===== src/rtl/seq_divider.sv =====
// Multi-cycle unsigned restoring divider, one subtract/shift step per clock.
// Optional macro SEQ_DIVIDER_DIVZERO_FAST_EN: a zero divisor completes in one cycle without iterating.
module seq_divider #(
  parameter int WIDTH = 4
) (
  input  logic             clk,
  input  logic             rst,
  input  logic             start,
  input  logic [WIDTH-1:0] a,
  input  logic [WIDTH-1:0] b,
  output logic             busy,
  output logic             done,
  output logic [WIDTH-1:0] q,
  output logic [WIDTH-1:0] r,
  output logic             div0
);

  localparam int CW = (WIDTH > 1) ? $clog2(WIDTH) : 1;

  typedef enum logic [1:0] {
    IDLE,
    BUSY,
    DONE,
    DZERO
  } state_t;

  state_t           state;
  logic [WIDTH-1:0] shreg;    // dividend bits shift out, quotient bits shift in
  logic [WIDTH-1:0] divisor;
  logic [WIDTH-1:0] rem;
  logic [CW-1:0]    count;

  logic [WIDTH:0]   pr;
  logic             ge;
  logic [WIDTH-1:0] rem_next;
  logic [WIDTH-1:0] quo_next;
  logic             fast_zero;

  always_comb begin
    pr       = {rem, shreg[WIDTH-1]};
    ge       = (pr >= {1'b0, divisor});
    rem_next = ge ? WIDTH'(pr - {1'b0, divisor}) : pr[WIDTH-1:0];
    quo_next = (shreg << 1) | WIDTH'(ge);
`ifdef SEQ_DIVIDER_DIVZERO_FAST_EN
    fast_zero = (b == '0);
`else
    fast_zero = 1'b0;
`endif
  end

  always_ff @(posedge clk) begin
    if (rst) begin
      state   <= IDLE;
      busy    <= 1'b0;
      done    <= 1'b0;
      q       <= '0;
      r       <= '0;
      div0    <= 1'b0;
      count   <= '0;
      shreg   <= '0;
      divisor <= '0;
      rem     <= '0;
    end else begin
      done <= 1'b0;
      case (state)
        IDLE, DONE: begin
          if (start) begin
            shreg   <= a;
            divisor <= b;
            rem     <= '0;
            count   <= '0;
            if (fast_zero) begin
              state <= DZERO;
            end else begin
              state <= BUSY;
              busy  <= 1'b1;
            end
          end else begin
            state <= IDLE;
          end
        end
        BUSY: begin
          shreg <= quo_next;
          rem   <= rem_next;
          count <= count + 1'b1;
          if (count == CW'(WIDTH - 1)) begin
            state <= DONE;
            busy  <= 1'b0;
            done  <= 1'b1;
            q     <= quo_next;
            r     <= rem_next;
            div0  <= (divisor == '0);
          end
        end
        DZERO: begin
          // shreg still holds the captured dividend here
          state <= DONE;
          done  <= 1'b1;
          q     <= '1;
          r     <= shreg;
          div0  <= 1'b1;
        end
        default: state <= IDLE;
      endcase
    end
  end

endmodule


===== config.mk =====
export PLATFORM = sky130hd
export DESIGN_NAME = seq_divider
export DESIGN_NICKNAME = d
export VERILOG_FILES = /design/src/rtl/seq_divider.sv
export SDC_FILE = /design/constraint.sdc
export NUM_CORES = 1
export LEC_CHECK = 0
export CORE_MARGIN = 3
export CORE_UTILIZATION = 51
export DETAILED_ROUTE_END_ITERATION = 16
export HOLD_SLACK_MARGIN = 0.02
export PLACE_DENSITY = 0.79
export SLEW_MARGIN = 20
export SYNTH_ARGS = -nofsm -noshare
export SYNTH_HDL_FRONTEND = slang
export SYNTH_SLANG_ARGS = --single-unit

===== constraint.sdc =====
create_clock -name clk -period 2.6 [get_ports clk]
set_input_delay 0.26 -clock clk [delete_from_list [all_inputs] [get_ports clk]]
set_output_delay 0.26 -clock clk [all_outputs]
set_load 0.05 [all_outputs]

==> impl_metrics.ini <==
[critical_path]
cp_slowest_cell = dfxtp_1
crit_chain = inv_1 > ha_1 > or2_2 > a21oi_1 > nor2_2 > mux2_4 > o31ai_4
startpoint = divisor[2]$_SDFFE_PP0P_
slowest_delay_ps = 370
arrival_ps = 2280
crit_type = flop to flop
cp_top_family = simple AND/OR/NAND/NOR gates
crit_path_max_fanout = 5
critPathBufInv = 1
timing.rr.start = divisor[2]$_SDFFE_PP0P_
worstPathRequired_ps = 2860
critical_path.endpoint_type = flop
critPathLaunchType = flop

[yosys]
syn_nets = 172
seq_area_frac_synth_pct = 41.18
yosysWarningCount = 0
syn_avg_cell_area_um2 = 8.468
synthCells = 155
ys_ff_latch = 27
netlist_area_mm2 = 0.001313
ys_types = 35

[place]
place.gp.congestion = 0.8424
dp.cells = 196
hpwl_um = 2238
io_buffer_count = 21

[die]
die_area_mm2 = 0.003218
core_area_mm2 = 0.002318
num_rows = 17
die_h_um = 56.73
io_pins = 22
die_w_um = 56.73
start_util_pct = 56.61

[global_route]
grt_pass1_vias = 1095
grt_start_max_net_pins = 20
grt_usage_pct = 19.78
antenna_found_initial = 0
grt_first_pass_wirelength_um = 5126
grt.overflow.total = 0

[timing]
max_freq_ghz = 0.4973
rsz0062_at_grt = no
setup_viol = 0
slew_viol_final = 0
worstMarginPinSlew_ps = 784.7
layout_min_cycle_time_ps = 2011
finalSetupTns_ps = 0
fin_crit_sh_pct = 77.34
fin_skew_ps = 13.04
max_slew_margin_pct = 47.52
hold_viol_final = 0

[cts]
cts_htree_levels = 1
cts_buffer_depth = 2
clock_latency_ps = 330
cts_setup_buffers = 0
clk_pin_slew_worst_paths_ps = 160
ctsResizeCount = 0
cts_buffers = 3
clock-sinks = 27
cts_tree = built
ctsHoldBuffers = 0
root_buffer = clkbuf_4

[final_layout]
layout.nets = 190
drive_above_1_share_pct = 7.558
area_growth_pct = 19.16
n_antenna_cell = 0
nFillCells = 211
instances_no_fill = 200

[power]
leakage_nw = 0.5681
total_power_mw = 0.8293
powerDensity_mw_per_mm2 = 530.3
max-vdd-ir-drop_uv = 334.9

[drt]
ant_nets = 0
wirelength_um = 2970
post_drt_wl_per_cell_um = 14.85
dr.first_iter.drc_count = 23
firstDrtPassIters = 4
vias = 1196
viasPerCell = 5.980
drc_errors = 0

[job]
maxCapViolCount = 0

[status]
status = finished clean

[min_path]
hp-class = input port to flop
holdCritStartpoint = b[3]
==> power by group <==
| part | internal [mW] | leakage [nW] | total, mW | switching (mW) |
|---|---|---|---|---|
| Sequential | 0.433 | 0.220 | 0.456 | 0.0227 |
| Clock | 0.0589 | 0.0139 | 0.188 | 0.129 |
| Combinational | 0.0832 | 0.334 | 0.185 | 0.102 |
| Total | 0.575 | 0.568 | 0.829 | 0.254 |
==> logic make-up after synthesis <==
logic type	count (synthesis)	share of synthesized area, %
adders and majority gates	6	6.292
buffers and inverters	18	5.243
AOI/OAI and AO/OA	45	25.07
and+or+nand+nor	54	18.21
DFF	27	41.18
xor gates and xnor gates	2	1.335
muxes	3	2.669
==> registers in the layout, summed over array words and instances (netlist names) <==
signal and flops:
divisor 4, busy 1, div0 1, rem 4
shreg 4, state 2, r 4, count 2
q 4, done 1
==> through the flow <==
step	worst slack (ps)	utilization, %	hold slack, ps	cell area (µm²)
2_1_floorplan	755.8	-	357.5	1313
3_3_place_gp	699.7	66.16	463.8	1534
3_5_place_dp	620.1	66.16	462.3	1534
4_1_cts	605.0	67.46	462.8	1564
5_1_grt	498.0	67.46	463.7	1564
6_report	589.2	67.46	462.7	1564
==> final cells by class <==
cell class / count / area [µm²] / area share (%)
Clock buffer: 3 / 22.52 / 1.440
Tap cell: 28 / 35.03 / 2.240
Multi-Input combinational cell: 110 / 703.2 / 44.96
Timing Repair Buffer: 23 / 225.2 / 14.40
Clock inverter: 1 / 7.507 / 0.4800
Inverter: 8 / 30.03 / 1.920
Sequential cell: 27 / 540.5 / 34.56
==> final timing paths <==
kind	to	slack [ps]	cells past startpoint
min	divisor[3]$_SDFFE_PP0P_	460	3
max	rem[0]$_SDFFE_PP0P_	590	7
min reg2reg	divisor[2]$_SDFFE_PP0P_	480	2
max reg2reg	rem[0]$_SDFFE_PP0P_	590	7
==> Yosys cell counts (all sizes together) <==
| cell | count | share of area, % |
|---|---|---|
| nand4 | 1 | 0.48 |
| nor2 | 22 | 6.5 |
| fa | 1 | 1.5 |
| mux2 | 1 | 1.1 |
| or2 | 2 | 0.95 |
| a32oi | 4 | 2.7 |
| a21oi | 10 | 3.8 |
| a2111oi | 1 | 2.1 |
| nand3b | 1 | 0.57 |
| nor4 | 1 | 0.48 |
| nand2b | 2 | 1.5 |
| o22ai | 8 | 3.8 |
| mux2i | 2 | 1.5 |
| nor2b | 2 | 0.95 |
| buf | 2 | 0.67 |
| dfxtp | 27 | 41 |
| inv | 8 | 2.3 |
| o31ai | 3 | 2.8 |
| ha | 5 | 4.8 |
| nand2 | 21 | 6.0 |
| a211oi | 6 | 3.4 |
| clkbuf | 8 | 2.3 |
| xor2 | 2 | 1.3 |
| a22oi | 1 | 0.57 |
| a311oi | 4 | 2.7 |
| nor3 | 2 | 0.76 |
| a31oi | 2 | 0.95 |
| o21ai | 6 | 2.3 |
==> layer usage <==
layer / share of wire [%] / vias to the layer above / GRT usage (%)
li1: - / 587 / -
met1: 47 / 565 / 27.73
met2: 47 / 40 / 30.86
met3: 4.9 / 4 / 3.218
met4: 1.2 / 0 / 6.291
met5: 0 / - / 0
==> worst register-to-register path: cells and delay by family, from the launching register on <==
family | cells | cell delay [ps]
compound gates | 2 | 410
fa+ha+maj | 1 | 360
buf+inv | 1 | 50
flops | 1 | 370
mux | 1 | 340
simple gates | 2 | 420
==> cells in the final DEF, fill, tap and decap left out, types with 3 or more instances in the layout <==
master	instances
dfxtp_1	27
nand2_1	21
nor2_1	21
clkdlybuf4s50_1	21
a21oi_1	10
o22ai_1	8
inv_1	7
a211oi_1	6
ha_1	5
a32oi_1	4
a311oi_1	4
o21ai_1	3
o21ai_0	3
clkbuf_4	3
(Power assumes the default switching activity.)
